**config.mk**
```make
export PLATFORM = sky130hd
export DESIGN_NAME = cpu_io_arbiter
export DESIGN_NICKNAME = d
export VERILOG_FILES = /design/src/rtl/cpu_io_arbiter.sv
export SDC_FILE = /design/constraint.sdc
export NUM_CORES = 1
export LEC_CHECK = 0
export BUFFER_PORTS_ARGS = -buffer_cell sky130_fd_sc_hd__buf_2
export CAP_MARGIN = 20
export CORE_MARGIN = 5
export CORE_UTILIZATION = 46
export CTS_BUF_LIST = sky130_fd_sc_hd__clkbuf_4
export DETAILED_ROUTE_END_ITERATION = 10
export PLACE_DENSITY = 0.74
export REMOVE_ABC_BUFFERS = 1
export SLEW_MARGIN = 20
export SYNTH_ARGS = -nofsm -noshare
export SYNTH_HDL_FRONTEND = slang
export SYNTH_SLANG_ARGS = --single-unit
```
**constraint.sdc**
```tcl
create_clock -name clk -period 1.85 [get_ports clk]
set_input_delay 0.0925 -clock clk [delete_from_list [all_inputs] [get_ports clk]]
set_output_delay 0.0925 -clock clk [all_outputs]
set_load 0.1 [all_outputs]
```
**src/rtl/cpu_io_arbiter.sv**
```systemverilog
// cpu_io_arbiter: round-robin valid/ready arbiter feeding the CPU input ports,
// plus decode of CPU port writes into a device byte and arbiter commands.
module cpu_io_arbiter #(
    parameter int N_REQ   = 4,
    parameter int TIMEOUT = 200
) (
    input  logic               clk,
    input  logic               reset,
    input  logic [N_REQ-1:0]   req_valid,
    input  logic [8*N_REQ-1:0] req_data,
    output logic [N_REQ-1:0]   req_ready,
    input  logic               cpu_we,
    input  logic               cpu_port_sel,
    input  logic [7:0]         cpu_wdata,
    output logic [7:0]         cpu_in_p0,
    output logic [7:0]         cpu_in_p1,
    output logic [7:0]         dev_out,
    output logic               dev_out_valid
);
    typedef enum logic [1:0] {IDLE, GRANT, ACK} state_t;
    state_t state;
    logic [1:0] ptr, id, win, id_nxt;
    logic [7:0] cnt, win_data;
    logic gvalid, sticky, ack, clr, tmo;
    assign ack = cpu_we & cpu_port_sel & (cpu_wdata == 8'h01);
    assign clr = cpu_we & cpu_port_sel & (cpu_wdata == 8'h02);
    assign tmo = cnt == 8'(TIMEOUT - 1);
    assign id_nxt = (id == 2'(N_REQ - 1)) ? 2'd0 : id + 2'd1;
    assign cpu_in_p1 = {gvalid, sticky, 4'b0, id};
    // lowest asserted index overall, then overridden by the lowest at or after ptr
    always_comb begin
        win = '0;
        win_data = '0;
        for (int i = N_REQ - 1; i >= 0; i--)
            if (req_valid[i]) begin
                win = 2'(i);
                win_data = req_data[8*i +: 8];
            end
        for (int i = N_REQ - 1; i >= 0; i--)
            if (req_valid[i] && i >= int'(ptr)) begin
                win = 2'(i);
                win_data = req_data[8*i +: 8];
            end
    end
    always_ff @(posedge clk or negedge reset) begin
        if (!reset) begin
            state <= IDLE;
            ptr <= '0;
            id <= '0;
            cnt <= '0;
            gvalid <= 1'b0;
            sticky <= 1'b0;
            req_ready <= '0;
            cpu_in_p0 <= '0;
            dev_out <= '0;
            dev_out_valid <= 1'b0;
        end else begin
            dev_out_valid <= cpu_we & ~cpu_port_sel;
            if (cpu_we & ~cpu_port_sel) dev_out <= cpu_wdata;
            req_ready <= '0;
            if (clr) sticky <= 1'b0;
            case (state)
                IDLE: if (|req_valid) begin
                    state <= GRANT;
                    gvalid <= 1'b1;
                    id <= win;
                    cpu_in_p0 <= win_data;
                    cnt <= '0;
                end
                GRANT: begin
                    cnt <= cnt + 8'd1;
                    if (ack) begin
                        state <= ACK;
                        gvalid <= 1'b0;
                        req_ready <= N_REQ'(1) << id;
                        ptr <= id_nxt;
                        id <= '0;
                    end else if (tmo) begin
                        // timeout set overrides a same-cycle clear command
                        state <= IDLE;
                        gvalid <= 1'b0;
                        sticky <= 1'b1;
                        ptr <= id_nxt;
                        id <= '0;
                        cnt <= '0;
                    end
                end
                default: begin
                    state <= IDLE;
                    cnt <= '0;
                    id <= '0;
                end
            endcase
        end
    end
endmodule
```
==> results.toml, run 1 <==
[synth]
synth.avg_cell_area_um2 = 9.52
netlist.top_cell.by_area = "sky130_fd_sc_hd__dfrtp_1"
synth_enable_flop_cells = 0
synth_area_mm2 = 0.00223
number_of_instances_in_the_synthesized_netlist = 234
post_synth_main_area_contributors = "sky130_fd_sc_hd__dfrtp_1 (42%), sky130_fd_sc_hd__nand2_1 (4.9%), sky130_fd_sc_hd__mux2_2 (4.0%), sky130_fd_sc_hd__a311oi_1 (3.1%), sky130_fd_sc_hd__ha_1 (2.8%)"
synth.ff_latch_count = 37
synth-warning-count = 0
netlist.area_leader.share_pct = 41.5
ys_types = 53
synth-seq-area-share_pct = 41.5
ys_dominant_reg_cell = "sky130_fd_sc_hd__dfrtp_1"
ys_async_sr_fraction_pct = 100

[clock_tree]
worst_setup_hold_path_clk_slew_ns = 0.12
cts_root_buffer = "sky130_fd_sc_hd__clkbuf_4"
numClockSinks = 37
clk-insertion-delay-late_ns = 0.33
cts_tree = "built"
clock_tree.buffer_depth = 2
tritoncts.num_buffers = 5
cts-htree-levels = 2

[global_routing]
grt_antenna_before_repair = 0
pin_count_of_the_biggest_net_entering_global_routing = 38
number_of_global_route_vias_before_repair = 2077
globalRouteTotalUtil_pct = 19.3
first_pass_grt_wire_length_um = 9790
grt_remaining_overflow = 0

[critical_path]
cpLargestDelayFamily = "buffers and inverters"
worstPathArrival_ns = 2.00
cp-end-kind = "register"
worst-path-buf-inv = 3
cp_slowest_cell = "sky130_fd_sc_hd__dlygate4sd3_1"
worst-setup-path-type = "in -> reg"
cp-start-kind = "primary input"
timing.critical_path.required_ns = 2.07
worstPathCellList = "dlygate4sd3_1 > buf_2 > nor4_4 > nand4b_1 > buf_4 > a31o_1 > a32o_1"
crit_path_max_incr_delay_ns = 0.53
cp_max_fo = 4

[sta]
final_period_minus_worst_setup_slack_ns = 1.77
final.setup.tns_ns = 0
setup_viol = 0
fin_crit_sh_pct = 95.9
timing.max_slew.rel_slack_pct = 45.0
slew_violations = 0
clock.fmax_mhz = 564
worst_pin_slew_ns = 0.825
fin_worst_skew_ns = 0.0120
timing_hold_violations_final = 0
rsz_0062_raised_after_global_routing = "no"

[route]
wire_per_inst_um = 14.9
final_antenna_net_count = 0
detail_route.iter0.violations = 131
detail_route.first_pass.iterations = 4
drc_errors = 0
routed-via-count = 2110
wirelength_um = 5670
viasPerCell = 5.54

[power]
total_switching_power_uw = 1950
power_density_mw_per_mm2 = 1310
part_of_the_power_in_registers_pct = 33.3
combinationalPowerShare_pct = 51.7
power.ir.vdd_worst_mv = 1.21
power.share.clock_pct = 15.0
power.share.switching_pct = 53.0
p_leak_uw = 0.00130
power.internal_uw = 1730

[layout]
drive_above_1_share_pct = 34.1
antenna-diode-count = 0
layout_commonest_cell = "sky130_fd_sc_hd__buf_2"
flow.area_growth_from_synthesis_pct = 25.9
final.fill_count = 411
finalCoreUtilization_pct = 59.4
commonest_non_fill_non_tap_cells_in_the_layout = "sky130_fd_sc_hd__buf_2 (72), sky130_fd_sc_hd__dfrtp_1 (37), sky130_fd_sc_hd__nand2_1 (29)"
nNetsFinal = 366

[placed_design]
placement.io_buffers = 72
dp_hpwl_um = 4220
globalplace.congestion = 0.802

[flow_run]
max_cap_viol_count = 0

[floorplanning]
coreArea_mm2 = 0.00472
die_h_um = 79.6
design.die.area_mm2 = 0.00634
fp-row-count = 25
initial_core_util_pct = 47.2
die_x_um = 79.6
boundaryPins = 77

[run_status]
outcome = "complete, no violations"

[worst_hold_path]
hold_path.class = "in -> reg"
-- state kept, by name, summed over array words and instances, names as in the netlist --
signal and flops:
cnt 8, cpu_in_p0 8, dev_out 8, dev_out_valid 1
gvalid 1, id 2, ptr 2, req_ready 4
state 2, sticky 1
-- kinds of logic after synthesis --
| group | count (synthesis) | synth area share [%] |
|---|---|---|
| fa+ha+maj | 5 | 2.81 |
| xor+xnor | 2 | 0.786 |
| mux | 10 | 5.05 |
| compound gates | 73 | 23.3 |
| simple gates | 80 | 20.7 |
| other cells | 1 | 0.168 |
| flops | 37 | 41.5 |
| buf+inv | 26 | 5.61 |
-- worst register-to-register path: cells and delay by family, from the launching register on --
| family | cells | cell delay (ns) |
|---|---|---|
| AOI/OAI and AO/OA | 2 | 0.43 |
| DFF | 1 | 0.46 |
| buffers and inverters | 1 | 0.18 |
| and+or+nand+nor | 2 | 0.50 |
-- final cells by class --
cell class	count	area, µm²	share of cell area, %
Clock buffer	5	37.5	1.34
Clock inverter	3	41.3	1.47
Inverter	7	26.3	0.936
Multi-Input combinational cell	174	1200	42.8
Sequential cell	37	926	33.0
Tap cell	67	83.8	2.99
Timing Repair Buffer	88	490	17.5
-- power groups by stage --
stage | combinational, µW | sequential [µW] | clock (µW)
after floorplan | 476 | 2250 | 0
after global placement | 1870 | 1230 | 0
after detailed placement | 1900 | 1240 | 0
after CTS | 1910 | 1220 | 568
after global routing | 2010 | 1270 | 608
final | 1900 | 1230 | 551
-- per-stage QoR --
stage	setup WS, ns	instance area (µm²)	total power (µW)	cells	hold slack [ns]
5_1_grt	0.0657	2810	3890	381	0.0122
3_5_place_dp	0.191	2670	3140	368	0.242
3_3_place_gp	0.224	2670	3100	368	0.234
2_1_floorplan	0.0141	2140	2720	218	-0.203
4_1_cts	0.00503	2790	3700	380	0.00513
6_report	0.0765	2810	3670	381	0.0340
-- final timing paths --
path | start | to | slack (ns) | cells after the start
setup / recovery | cpu_wdata[5] | id[1] | 0.08 | 7
hold / removal | req_data[20] | cpu_in_p0[4] | 0.03 | 3
setup reg to reg | cnt[4] | id[1] | 0.18 | 5
hold reg to reg | cpu_in_p0[4] | cpu_in_p0[4] | 0.50 | 2
max in group asynchronous | reset | cnt[3] | 0.94 | 2
min in group asynchronous | reset | dev_out_valid | 0.38 | 2
-- cells in the mapped netlist (all sizes together) (2+ instances only) --
| library cell | count |
|---|---|
| nand2 | 29 |
| ha | 5 |
| o21ai | 20 |
| o211ai | 7 |
| and2 | 3 |
| nor3 | 3 |
| mux2 | 10 |
| nand4b | 2 |
| nand3 | 3 |
| nor2b | 3 |
| nand2b | 5 |
| a21o | 3 |
| buf | 11 |
| a211oi | 7 |
| o2111ai | 7 |
| a311oi | 8 |
| o221ai | 2 |
| clkbuf | 8 |
| dfrtp | 37 |
| a31oi | 2 |
| nand3b | 8 |
| o31ai | 2 |
| nor4b | 2 |
| a22o | 2 |
| and3 | 4 |
| nor2 | 9 |
| a21oi | 6 |
| inv | 7 |
| xnor2 | 2 |
-- repair_timing --
action | CTS | global route
endpoints found under the setup margin | 0 | 2
resized for setup | 0 | 2
setup buffers | 0 | 1
hold endpoints to repair | 40 | 0
hold buffers | 4 | 0
-- metal layers --
| layer | track usage [%] | routed length (µm) | vias to the layer above |
|---|---|---|---|
| met4 | 5.84 | 51 | 0 |
| met1 | 25.3 | 2460 | 998 |
| met2 | 31.7 | 2750 | 82 |
| met3 | 4.18 | 401 | 5 |
| met5 | 0 | 0 | - |
| li1 | - | - | 1025 |
Power figures use the tool's default switching activity.
==> run 2, diff against run 1 <==
Settings changed: CORE_ASPECT_RATIO set to 2, CTS_CLUSTER_SIZE set to 20, HOLD_SLACK_MARGIN set to 0.03.
==> results.toml, run 2 (synthesis results as in run 1) <==
[critical_path]
ff2ff_setup_slack_ns = 0.13
cp-start-kind = "primary input"
cp-end-kind = "register"
cp_slowest_cell = "sky130_fd_sc_hd__dlygate4sd3_1"
reg2reg_start = "cnt[4]"
timing.rr.end = "ptr[1]"
crit_path_max_incr_delay_ns = 0.53
worstPathArrival_ns = 1.95
worstPathCellList = "dlygate4sd3_1 > buf_2 > nor4_2 > nand4b_1 > a21oi_1 > mux2_1"
worst-setup-path-type = "in -> reg"
worst-r2r-cell-count = 4
cp_max_fo = 3
timing.critical_path.required_ns = 2.07

[layout]
flow.area_growth_from_synthesis_pct = 25.3
largestRegisters = "cnt x8, cpu_in_p0 x8, dev_out x8"
nNetsFinal = 369
layout_commonest_cell = "sky130_fd_sc_hd__buf_2"
final.fill_count = 443
antenna-diode-count = 0
drive_above_1_share_pct = 32.8
commonest_non_fill_non_tap_cells_in_the_layout = "sky130_fd_sc_hd__buf_2 (72), sky130_fd_sc_hd__dfrtp_1 (37), sky130_fd_sc_hd__nand2_1 (29)"

[route]
final_antenna_net_count = 0
wirelength_um = 5810
drc_errors = 0
viasPerCell = 5.69
wire_per_inst_um = 15.5
routed-via-count = 2128
detail_route.first_pass.iterations = 4
detail_route.iter0.violations = 89

[floorplanning]
coreArea_mm2 = 0.00477
die_h_um = 108
die_x_um = 59.2
fp-row-count = 36
boundaryPins = 77
initial_core_util_pct = 46.7
design.die.area_mm2 = 0.00642

[placed_design]
globalplace.congestion = 0.901
preCtsSetupSlack_ns = 0.173
dp_hpwl_um = 4380
placement.io_buffers = 72

[power]
power.share.clock_pct = 11.5
combinationalPowerShare_pct = 53.9
power.ir.vdd_worst_mv = 1.04
power.share.switching_pct = 55.0
total_switching_power_uw = 1950
p_leak_uw = 0.00130
part_of_the_power_in_registers_pct = 34.5
power.internal_uw = 1600
power_density_mw_per_mm2 = 1270

[sta]
rsz_0062_raised_after_global_routing = "no"
timing_hold_violations_final = 0
setup_viol = 0
fin_worst_skew_ns = 0.0101
fin_crit_sh_pct = 93.6
slew_violations = 0
timing.max_slew.rel_slack_pct = 46.4
postLayoutSetupSlackWorst_ns = 0.118
worst_pin_slew_ns = 0.804
final.setup.tns_ns = 0
hold_ws_ns = 0.0430
final_period_minus_worst_setup_slack_ns = 1.73
clock.fmax_mhz = 577

[clock_tree]
tritoncts.num_buffers = 5
numClockSinks = 37
cts_tree = "built"
cts_root_buffer = "sky130_fd_sc_hd__clkbuf_4"
cts_post_setup_buffers_inserted = 0
cts-htree-levels = 2
clock_tree.buffer_depth = 2
clk-insertion-delay-late_ns = 0.34
worst_setup_hold_path_clk_slew_ns = 0.11
ctsResizeCount = 0

[global_routing]
grt_remaining_overflow = 0
number_of_global_route_vias_before_repair = 2152
first_pass_grt_wire_length_um = 9630
pin_count_of_the_biggest_net_entering_global_routing = 38
grt_antenna_before_repair = 0
globalRouteTotalUtil_pct = 18.9

[run_status]
outcome = "complete, no violations"

[worst_hold_path]
hold_path.class = "in -> reg"
endpoint_with_the_worst_hold_slack = "cpu_in_p0[4]"
min_delay_path_depth = 3
min_from = "req_data[20]"

[flow_run]
max_cap_viol_count = 0
run 2: changes by cell type in the layout (fill, tap and decap cells not counted), sizes merged:
cell         previous run  this run
clkinvlp                1         0
bufinv                  1         0
buf                    84        82
clkinv                  1         3
dlygate4sd3             4         9
run 2: worst max-delay path by stage:
stage	startpoint	endpoint	slack [ns]	cells after the start
after CTS	cpu_wdata[5]	ptr[1]	0.12	6
final	cpu_wdata[5]	ptr[1]	0.12	6
after global placement	cnt[4]	ptr[0]	0.25	4
after global routing	cnt[4]	ptr[1]	0.03	4
after floorplan	id[0]	ptr[1]	0.01	3
after detailed placement	cnt[4]	ptr[1]	0.17	4
run 2: worst max-delay path, delay by kind of cell:
family                 cells  cell delay, ns
buffers and inverters      2            0.66
AND/OR/NAND/NOR            2            0.57
multiplexers               1            0.36
AO/OA/AOI/OAI              1            0.27
run 2: power by group through the flow:
stage / registers, µW / logic, µW / clock network (µW)
floorplan: 2250 / 476 / 0
global placement: 1220 / 1870 / 0
detailed placement: 1240 / 1910 / 0
CTS: 1220 / 1920 / 426
global route: 1260 / 2020 / 460
finish: 1230 / 1910 / 409
run 2: final cells by class:
class / count / area (µm²) / area share, %
clock inverters: 3 / 17.5 / 0.627
inverters: 7 / 26.3 / 0.941
clock buffers: 5 / 37.5 / 1.34
flip-flops and latches: 37 / 926 / 33.2
well taps: 57 / 71.3 / 2.55
repair buffers: 91 / 526 / 18.8
multi-input cells: 174 / 1190 / 42.6
run 2: metrics by stage:
stage          utilization [%]  instance area [µm²]  cells  power, µW
2_1_floorplan                -                 2140    218       2720
3_3_place_gp              55.5                 2650    357       3100
3_5_place_dp              55.5                 2650    357       3140
4_1_cts                   58.5                 2790    374       3570
5_1_grt                   58.5                 2790    374       3750
6_report                  58.5                 2790    374       3550
run 2: timing repair:
| action | CTS | global route |
|---|---|---|
| endpoints found under the setup margin | 0 | 0 |
| endpoints found under the hold margin | 45 | 0 |
| hold buffers | 9 | 0 |
run 2: per-layer routing:
layer  global-route usage [%]  routed length, µm  vias to the layer above
li1                         -                  -                     1036
met1                     23.9               2320                      995
met2                     31.7               2980                       90
met3                     3.35                435                        7
met4                     6.00                 71                        0
met5                        0                  0                        -
==> run 3, diff against run 2 <==
Settings changed: CTS_BUF_LIST sky130_fd_sc_hd__clkbuf_4 to sky130_fd_sc_hd__clkbuf_8 sky130_fd_sc_hd__clkbuf_16, REMOVE_ABC_BUFFERS 1 to unset, SLEW_MARGIN 20 to unset.
==> results.toml, run 3 (synthesis results as in run 1) <==
[global_routing]
grt_remaining_overflow = 0
pin_count_of_the_biggest_net_entering_global_routing = 38
globalRouteTotalUtil_pct = 18.8
first_pass_grt_wire_length_um = 9470
grt_antenna_before_repair = 0
number_of_global_route_vias_before_repair = 2055

[layout]
flow.area_growth_from_synthesis_pct = 24.4
antenna-diode-count = 0
final.fill_count = 438
nNetsFinal = 361
final_cells = 366
largestRegisters = "cnt x8, cpu_in_p0 x8, dev_out x8"
drive_above_1_share_pct = 34.0
commonest_non_fill_non_tap_cells_in_the_layout = "sky130_fd_sc_hd__buf_2 (72), sky130_fd_sc_hd__dfrtp_1 (37), sky130_fd_sc_hd__nand2_1 (29)"
layout_commonest_cell = "sky130_fd_sc_hd__buf_2"

[sta]
slew_violations = 0
clock.fmax_mhz = 599
worst_pin_slew_ns = 0.815
fin_crit_sh_pct = 90.3
rsz_0062_raised_after_global_routing = "no"
final.setup.tns_ns = 0
setup_viol = 0
timing.max_slew.rel_slack_pct = 45.6
timing_hold_violations_final = 0
final_period_minus_worst_setup_slack_ns = 1.67
fin_worst_skew_ns = 0.00635

[route]
detail_route.iter0.violations = 79
viasPerCell = 5.73
detail_route.first_pass.iterations = 4
routed-via-count = 2097
wire_per_inst_um = 15.9
drc_errors = 0
wirelength_um = 5830
final_antenna_net_count = 0

[clock_tree]
clk-insertion-delay-late_ns = 0.29
cts_root_buffer = "sky130_fd_sc_hd__clkbuf_8"
worst_setup_hold_path_clk_slew_ns = 0.08
numClockSinks = 37
clock_tree.buffer_depth = 2
tritoncts.num_buffers = 5
cts_tree = "built"
cts-htree-levels = 2

[critical_path]
cp-end-kind = "register"
worst-setup-path-type = "reg -> reg"
cp_max_fo = 6
worstPathArrival_ns = 1.84
cp-start-kind = "register"
timing.critical_path.required_ns = 2.02

[placed_design]
place_inst = 357
globalplace.congestion = 0.905
dp_hpwl_um = 4430
placement.io_buffers = 72

[floorplanning]
fp-row-count = 36
initial_core_util_pct = 46.7
design.die.area_mm2 = 0.00642
die_h_um = 108
coreArea_mm2 = 0.00477
die_x_um = 59.2
boundaryPins = 77

[worst_hold_path]
hold_path.class = "in -> reg"

[power]
power.ir.vdd_worst_mv = 1.37
power_density_mw_per_mm2 = 1380
p_leak_uw = 0.00129

[run_status]
outcome = "complete, no violations"

[flow_run]
max_cap_viol_count = 0
[run 3: area by class of cell]
type / count / area (µm²) / share of cell area (%)
Multi-Input combinational cell: 174 / 1190 / 42.9
Inverter: 7 / 26.3 / 0.948
Clock buffer: 5 / 68.8 / 2.48
Sequential cell: 37 / 926 / 33.4
Timing Repair Buffer: 83 / 445 / 16.1
Tap cell: 57 / 71.3 / 2.57
Clock inverter: 3 / 46.3 / 1.67
[run 3: path summary, 6_finish.rpt]
path | from | endpoint | slack [ns] | cells past startpoint
max | cnt[4] | ptr[0] | 0.18 | 4
min | cpu_wdata[2] | dev_out[2] | 0.05 | 2
max reg2reg | cnt[4] | ptr[0] | 0.18 | 4
min reg2reg | cpu_in_p0[0] | cpu_in_p0[0] | 0.50 | 2
max in group asynchronous | reset | cnt[6] | 0.90 | 2
min in group asynchronous | reset | cpu_in_p0[7] | 0.43 | 2
[run 3: stage by stage]
step           hold slack (ns)  total power (µW)  utilization (%)  area, µm²  setup slack (ns)
6_report                0.0472              3820             58.1       2770             0.180
5_1_grt                 0.0445              4010             58.1       2770            0.0549
4_1_cts                 0.0401              3850             58.1       2770             0.177
3_5_place_dp             0.229              3130             55.5       2650             0.190
3_3_place_gp             0.217              3100             55.5       2650             0.255
2_1_floorplan           -0.203              2760                -       2240            0.0141
[run 3: repair_timing]
item | CTS | global route
buffers inserted | 0 | 0
hold buffers | 1 | 0
gates resized for setup | 0 | 0
endpoints found under the hold margin | 37 | 0
[run 3: routing by layer]
metal / GRT usage (%) / vias to the layer above / wire length (µm)
met5: 0 / - / 0
met4: 5.67 / 0 / 80
met3: 4.42 / 11 / 479
met2: 31.8 / 89 / 2910
met1: 23.2 / 986 / 2360
li1: - / 1011 / -
[run 3: power breakdown]
| group | switching [µW] | internal, µW | total (µW) |
|---|---|---|---|
| sequential | 195 | 1030 | 1220 |
| combinational | 1480 | 412 | 1900 |
| clock | 300 | 403 | 704 |
[run 3: critical path, stage by stage (launching register included)]
cell and delay [ns]:
sky130_fd_sc_hd__dfrtp_1 0.44, sky130_fd_sc_hd__nor4b_2 0.31, sky130_fd_sc_hd__nand4_1 0.16, sky130_fd_sc_hd__a21oi_1 0.28, sky130_fd_sc_hd__mux2_1 0.36
